### src/rtl/scalar_uesprit_ctrl_pkg.sv
// Shared types for the U-ESPRIT correlation controller: FSM encoding and small helpers.
package scalar_uesprit_ctrl_pkg;

  localparam logic [1:0] ST_IDLE_ENC = 2'd0;
  localparam logic [1:0] ST_RUN_ENC  = 2'd1;
  localparam logic [1:0] ST_STOP_ENC = 2'd2;

  typedef enum logic [1:0] {
    ST_IDLE = ST_IDLE_ENC,
    ST_RUN  = ST_RUN_ENC,
    ST_STOP = ST_STOP_ENC
  } state_t;

  function automatic logic is_active(state_t s);
    return s != ST_IDLE;
  endfunction

endpackage

### src/rtl/scalar_uesprit_ctrl_if.sv
// Result bus between the correlation datapath, the output buffer and the consumer.
interface scalar_uesprit_ctrl_if #(
  parameter int DOUT_WIDTH = 32
);
  logic [DOUT_WIDTH-1:0] res_r11;
  logic [DOUT_WIDTH-1:0] res_r22;
  logic [DOUT_WIDTH-1:0] res_r12_re;
  logic [DOUT_WIDTH-1:0] res_r12_im;
  logic                  res_valid;
  logic [DOUT_WIDTH-1:0] r11;
  logic [DOUT_WIDTH-1:0] r22;
  logic [DOUT_WIDTH-1:0] r12_re;
  logic [DOUT_WIDTH-1:0] r12_im;
  logic                  dout_valid;
  logic                  dout_ready;
  logic                  overflow;
  logic                  captured;

  modport master (
    output res_r11, res_r22, res_r12_re, res_r12_im, res_valid, dout_ready,
    input  r11, r22, r12_re, r12_im, dout_valid, overflow, captured
  );

  modport slave (
    input  res_r11, res_r22, res_r12_re, res_r12_im, res_valid, dout_ready,
    output r11, r22, r12_re, r12_im, dout_valid, overflow, captured
  );
endinterface

### src/rtl/scalar_uesprit_ctrl_result_skid_buf.sv
// Single-entry result buffer with valid/ready handshake and a sticky drop flag.
module result_skid_buf
  import scalar_uesprit_ctrl_pkg::*;
#(
  parameter int DOUT_WIDTH = 32
) (
  input  logic                 clk,
  input  logic                 rst,
  scalar_uesprit_ctrl_if.slave bus
);

  logic [DOUT_WIDTH-1:0] r11_q, r11_d;
  logic [DOUT_WIDTH-1:0] r22_q, r22_d;
  logic [DOUT_WIDTH-1:0] r12_re_q, r12_re_d;
  logic [DOUT_WIDTH-1:0] r12_im_q, r12_im_d;
  logic                  dout_valid_q, dout_valid_d;
  logic                  overflow_q, overflow_d;
  logic                  capture;

  always_comb begin
    r11_d        = r11_q;
    r22_d        = r22_q;
    r12_re_d     = r12_re_q;
    r12_im_d     = r12_im_q;
    dout_valid_d = dout_valid_q;
    overflow_d   = overflow_q;
    capture      = 1'b0;
    if (bus.res_valid) begin
      // A held, unaccepted result wins over the newcomer.
      if (dout_valid_q && !bus.dout_ready) begin
        overflow_d = 1'b1;
      end else begin
        r11_d        = bus.res_r11;
        r22_d        = bus.res_r22;
        r12_re_d     = bus.res_r12_re;
        r12_im_d     = bus.res_r12_im;
        dout_valid_d = 1'b1;
        capture      = 1'b1;
      end
    end else if (dout_valid_q && bus.dout_ready) begin
      dout_valid_d = 1'b0;
    end
  end

  always_ff @(posedge clk) begin
    if (rst) begin
      r11_q        <= '0;
      r22_q        <= '0;
      r12_re_q     <= '0;
      r12_im_q     <= '0;
      dout_valid_q <= 1'b0;
      overflow_q   <= 1'b0;
    end else begin
      r11_q        <= r11_d;
      r22_q        <= r22_d;
      r12_re_q     <= r12_re_d;
      r12_im_q     <= r12_im_d;
      dout_valid_q <= dout_valid_d;
      overflow_q   <= overflow_d;
    end
  end

  assign bus.r11        = r11_q;
  assign bus.r22        = r22_q;
  assign bus.r12_re     = r12_re_q;
  assign bus.r12_im     = r12_im_q;
  assign bus.dout_valid = dout_valid_q;
  assign bus.overflow   = overflow_q;
  assign bus.captured   = capture;

endmodule

### src/rtl/scalar_uesprit_ctrl.sv
// Frame controller for the scalar U-ESPRIT correlator: counts samples into frames,
// pulses new_acc at frame ends, drops the stale first result and buffers the rest.
module scalar_uesprit_ctrl
  import scalar_uesprit_ctrl_pkg::*;
#(
  parameter int DOUT_WIDTH      = 32,
  parameter int ACC_LEN_WIDTH   = 16,
  parameter int FRAME_CNT_WIDTH = 32
) (
  input  logic                       clk,
  input  logic                       rst,
  input  logic                       en,
  input  logic [ACC_LEN_WIDTH-1:0]   cfg_acc_len,
  input  logic                       cfg_write,
  input  logic                       din_valid,
  output logic                       new_acc,
  input  logic [DOUT_WIDTH-1:0]      res_r11,
  input  logic [DOUT_WIDTH-1:0]      res_r22,
  input  logic [DOUT_WIDTH-1:0]      res_r12_re,
  input  logic [DOUT_WIDTH-1:0]      res_r12_im,
  input  logic                       res_valid,
  output logic [DOUT_WIDTH-1:0]      r11,
  output logic [DOUT_WIDTH-1:0]      r22,
  output logic [DOUT_WIDTH-1:0]      r12_re,
  output logic [DOUT_WIDTH-1:0]      r12_im,
  output logic                       dout_valid,
  input  logic                       dout_ready,
  output logic                       overflow,
  output logic                       busy,
  output logic [FRAME_CNT_WIDTH-1:0] frame_cnt
);

  localparam logic [ACC_LEN_WIDTH-1:0]   ACC_ONE   = 1;
  localparam logic [FRAME_CNT_WIDTH-1:0] FRAME_ONE = 1;

  state_t                     state_q, state_d;
  logic [ACC_LEN_WIDTH-1:0]   cnt_q, cnt_d;
  logic [ACC_LEN_WIDTH-1:0]   act_len_q, act_len_d;
  logic [ACC_LEN_WIDTH-1:0]   pend_len_q, pend_len_d;
  logic                       discard_q, discard_d;
  logic [FRAME_CNT_WIDTH-1:0] frame_cnt_q, frame_cnt_d;
  logic                       frame_end;

  scalar_uesprit_ctrl_if #(.DOUT_WIDTH(DOUT_WIDTH)) rbus ();

  assign rbus.res_r11    = res_r11;
  assign rbus.res_r22    = res_r22;
  assign rbus.res_r12_re = res_r12_re;
  assign rbus.res_r12_im = res_r12_im;
  assign rbus.res_valid  = res_valid && !discard_q;
  assign rbus.dout_ready = dout_ready;

  result_skid_buf #(.DOUT_WIDTH(DOUT_WIDTH)) u_buf (
    .clk (clk),
    .rst (rst),
    .bus (rbus.slave)
  );

  always_comb begin
    state_d     = state_q;
    cnt_d       = cnt_q;
    act_len_d   = act_len_q;
    pend_len_d  = pend_len_q;
    discard_d   = discard_q;
    frame_cnt_d = frame_cnt_q;
    frame_end   = is_active(state_q) && din_valid && (cnt_q == act_len_q - ACC_ONE);

    if (cfg_write) pend_len_d = cfg_acc_len;

    if (is_active(state_q) && din_valid) begin
      if (frame_end) begin
        cnt_d     = '0;
        act_len_d = pend_len_q;
      end else begin
        cnt_d = cnt_q + ACC_ONE;
      end
    end

    if (res_valid && discard_q) discard_d = 1'b0;
    if (rbus.captured) frame_cnt_d = frame_cnt_q + FRAME_ONE;

    unique case (state_q)
      ST_IDLE: begin
        if (en && (pend_len_q != '0)) begin
          state_d   = ST_RUN;
          act_len_d = pend_len_q;
          cnt_d     = '0;
          discard_d = 1'b1;
        end
      end
      ST_RUN: begin
        if (!en) state_d = ST_STOP;
      end
      ST_STOP: begin
        // A finishing frame takes priority over a same-cycle re-enable.
        if (frame_end)  state_d = ST_IDLE;
        else if (en)    state_d = ST_RUN;
      end
      default: state_d = ST_IDLE;
    endcase
  end

  always_ff @(posedge clk) begin
    if (rst) begin
      state_q     <= ST_IDLE;
      cnt_q       <= '0;
      act_len_q   <= '0;
      pend_len_q  <= '0;
      discard_q   <= 1'b0;
      frame_cnt_q <= '0;
    end else begin
      state_q     <= state_d;
      cnt_q       <= cnt_d;
      act_len_q   <= act_len_d;
      pend_len_q  <= pend_len_d;
      discard_q   <= discard_d;
      frame_cnt_q <= frame_cnt_d;
    end
  end

  // Reset aborts a frame in the same cycle, so the pulse is masked combinationally.
  assign new_acc    = frame_end && !rst;
  assign busy       = is_active(state_q);
  assign frame_cnt  = frame_cnt_q;
  assign r11        = rbus.r11;
  assign r22        = rbus.r22;
  assign r12_re     = rbus.r12_re;
  assign r12_im     = rbus.r12_im;
  assign dout_valid = rbus.dout_valid;
  assign overflow   = rbus.overflow;

endmodule

### config.mk
export PLATFORM = sky130hd
export DESIGN_NAME = scalar_uesprit_ctrl
export DESIGN_NICKNAME = d
export VERILOG_FILES = /design/src/rtl/scalar_uesprit_ctrl_pkg.sv /design/src/rtl/scalar_uesprit_ctrl_if.sv /design/src/rtl/scalar_uesprit_ctrl_result_skid_buf.sv /design/src/rtl/scalar_uesprit_ctrl.sv
export SDC_FILE = /design/constraint.sdc
export NUM_CORES = 1
export LEC_CHECK = 0
export ABC_AREA = 1
export CORE_MARGIN = 3
export CORE_UTILIZATION = 51
export CTS_CLUSTER_DIAMETER = 50
export DETAILED_ROUTE_END_ITERATION = 7
export PLACE_DENSITY = 0.9
export SYNTH_ARGS = -nofsm -noshare
export SYNTH_HDL_FRONTEND = slang
export SYNTH_HIERARCHICAL = 1
export SYNTH_SLANG_ARGS = --single-unit
### constraint.sdc
create_clock -name clk -period 5.3 [get_ports clk]
set_clock_uncertainty 0.05 [all_clocks]
set_input_delay 1.06 -clock clk [delete_from_list [all_inputs] [get_ports clk]]
set_output_delay 1.06 -clock clk [all_outputs]
set_load 0.02 [all_outputs]
==> flow_summary.yaml <==
sta:
  timing.fmax_mhz: 230
  worst_slack_ps: 944
  worstMarginPinSlew_ps: 1030
  timing.slew.headroom_pct: 31.6
  setup_viol: 0
  setup-tns-final_ps: 0
  final_hold_viol_count: 0
  rsz0062_at_grt: "false"
  drv_slew: 0
  period_minus_slack_ps: 4360
  finalCritPeriodShare_pct: 82.2
grt:
  grt_pass1_vias: 9774
  grt_pass1_wl_um: 47700
  globalRoute.totalOverflow: 0
  gr-usage-all-layers_pct: 26.3
  grt_max_degree: 230
  antenna_found_initial: 1
route:
  routed_via_density: 5.08
  vias: 10400
  drt-pass1-iter-count: 5
  wl_per_cell_um: 14.8
  postRouteAntennaNets: 0
  drt_iter0_drc: 584
  drc: 0
  wl_um: 30300
layout:
  drive_gt1_share_pct: 4.15
  fillers: 1470
  stdcell_count: 2046
  final_nets: 1923
  area_growth_syn_to_layout_pct: 38.6
  regArea_um2: 4260
  multiInputGateArea_um2: 4540
synthesis:
  muxShareOfSynthArea_pct: 0
  ys_top_cells_by_area: "dfxtp_1, nand2_1, a21oi_1, nor2_1, nand3_1"
  synth_compound_area_share_pct: 11.7
  yosys-top-cells-count: "nand2_1, nor2_1, inv_1"
  synth-edff-count: 0
  yosysUniqueCellTypes: 36
  synth_xor_area_share_pct: 2.16
  synth_area_leader_cell: "dfxtp_1"
  yosysSeqAreaShare_pct: 42.0
  synth-simple-area-share_pct: 30.3
  syn-num-nets: 1659
  synth_most_common_cell: "nand2_1"
  synthAdderAreaFrac_pct: 0.370
  syn_avg_cell_area_um2: 6.74
  yosys_most_used_dff: "dfxtp_1"
  yosysWarningCount: 6
  synthCells: 1505
  synth_top_family_by_area: "simple AND/OR/NAND/NOR gates"
  async_flop_share_pct: 0
  synth_seq_cells: 213
  yosysTopAreaCellShare_pct: 42.0
  syn_area_um2: 10100
floorplan:
  design.die.area_um2: 21600
  num_rows: 50
  coreArea_um2: 19100
  dieHeight_um: 147
  start_util_pct: 53.0
  die_x_um: 147
  io_pins: 315
clocking:
  worst_skew_pair.late_latency_ps: 520
  ctsHoldBuffers: 0
  cts_sinks: 213
  cts_htree_levels: 1
  cts_tree: "yes"
  cts_buffer_depth: 3
  cts_buffers: 26
  cts_root_buf: "clkbuf_16"
  cts_setup_buffers: 0
  cts_resized: 0
  clk_pin_slew_worst_paths_ps: 50
placed_design:
  gp_congestion: 0.936
  dp_hpwl_um: 21400
  place_inst: 2001
  dp_slack_ps: 949
  portBuffers: 314
power:
  peakVddDrop_mv: 0.321
  p_leak_nw: 6.29
  power.density_nw_per_um2: 324
setup_path:
  critPathLaunchType: "primary input"
  end_kind: "output port"
  path_cells: "clkdlybuf4s50_1 > inv_1 > nor2_1 > nand3_1 > nor2_1 > nand4_1 > nand3b_1 > nor3_1 > clkdlybuf4s50_1"
  crit_path_max_fanout: 3
  arrival_ps: 3250
  crit_path_top_delay_cell: "clkdlybuf4s50_1"
  cp.required_ps: 4190
  slowest_delay_ps: 670
  crit_type: "in2out"
min_path:
  hold_class: "reg2reg"
run:
  drv_cap: 0
status:
  status: "finished, final reports clean"
[cells in the final DEF, fill, tap and decap left out, drive strengths merged]
cell type / n
a21oi: 174
inv: 224
a211oi: 3
o21ai: 49
dfxtp: 213
ha: 3
nand2: 269
bufinv: 3
or2: 2
o21a: 3
nand3b: 2
clkinv: 9
nand4: 16
buf: 9
xor2: 20
clkinvlp: 1
nor2: 236
nor3b: 6
clkbuf: 33
and2: 1
o31ai: 1
nand3: 167
xnor2: 5
nor4: 5
clkdlybuf4s50: 314
nor3: 15
o21bai: 1
o32ai: 1
diode: 1
[worst max-delay path, delay by kind of cell]
family / cells / cell delay, ps
and+or+nand+nor: 6 / 980
buffers and inverters: 3 / 1200
[per-layer routing]
layer,GRT usage (%),share of wire (%)
met5,0,0
met4,12.0,4.7
met3,6.82,6.9
met2,46.1,49
met1,30.0,39
[cell type report]
type / count / area share (%)
sequential: 213 / 30.3
tap: 260 / 2.31
timing repair buffer: 323 / 22.9
antenna: 1 / 0.0178
clock buffer: 33 / 5.03
clock inverter: 11 / 1.08
multi-input combinational: 979 / 32.3
inverter: 226 / 6.04
[worst paths after layout]
| check | cells after the start | endpoint | slack [ps] | startpoint |
|---|---|---|---|---|
| setup / recovery | 9 | new_acc | 940 | din_valid |
| hold / removal | 2 | frame_cnt[16] | 410 | frame_cnt[16] |
| setup reg to reg | 12 | frame_cnt[28] | 2560 | discard_q |
| hold reg to reg | 2 | frame_cnt[16] | 410 | frame_cnt[16] |
[where the power goes]
group	internal (mW)	leakage (nW)	total [mW]	switching, mW
Clock	1.09	0.420	1.77	0.682
Combinational	0.438	4.12	0.990	0.552
Sequential	1.72	1.75	1.80	0.0767
[flip-flops by register name, summed over array words and instances, names as in the netlist]
signal                cells
u_buf/bus.overflow        1
frame_cnt                32
u_buf/bus.r11            32
u_buf/bus.r22            32
u_buf/bus.r12_re         32
cnt_q                    16
discard_q                 1
state_q                   2
act_len_q                16
u_buf/bus.r12_im         32
pend_len_q               16
u_buf/bus.dout_valid      1
[cells by family after synthesis]
group / Yosys count
flops: 213
xor+xnor: 25
buf+inv: 313
fa+ha+maj: 3
simple gates: 719
compound gates: 232
[stage by stage]
step / cell area (um2) / hold WS (ps) / util [%] / total power, mW
2_1_floorplan: 10100 / 394 / - / 2.41
3_3_place_gp: 13200 / 386 / 69.0 / 2.78
3_5_place_dp: 13200 / 404 / 69.0 / 2.81
4_1_cts: 14100 / 417 / 73.5 / 4.58
5_1_grt: 14100 / 454 / 73.5 / 4.76
6_report: 14100 / 412 / 73.5 / 4.56
No activity file was read; power rests on OpenSTA's default activity.
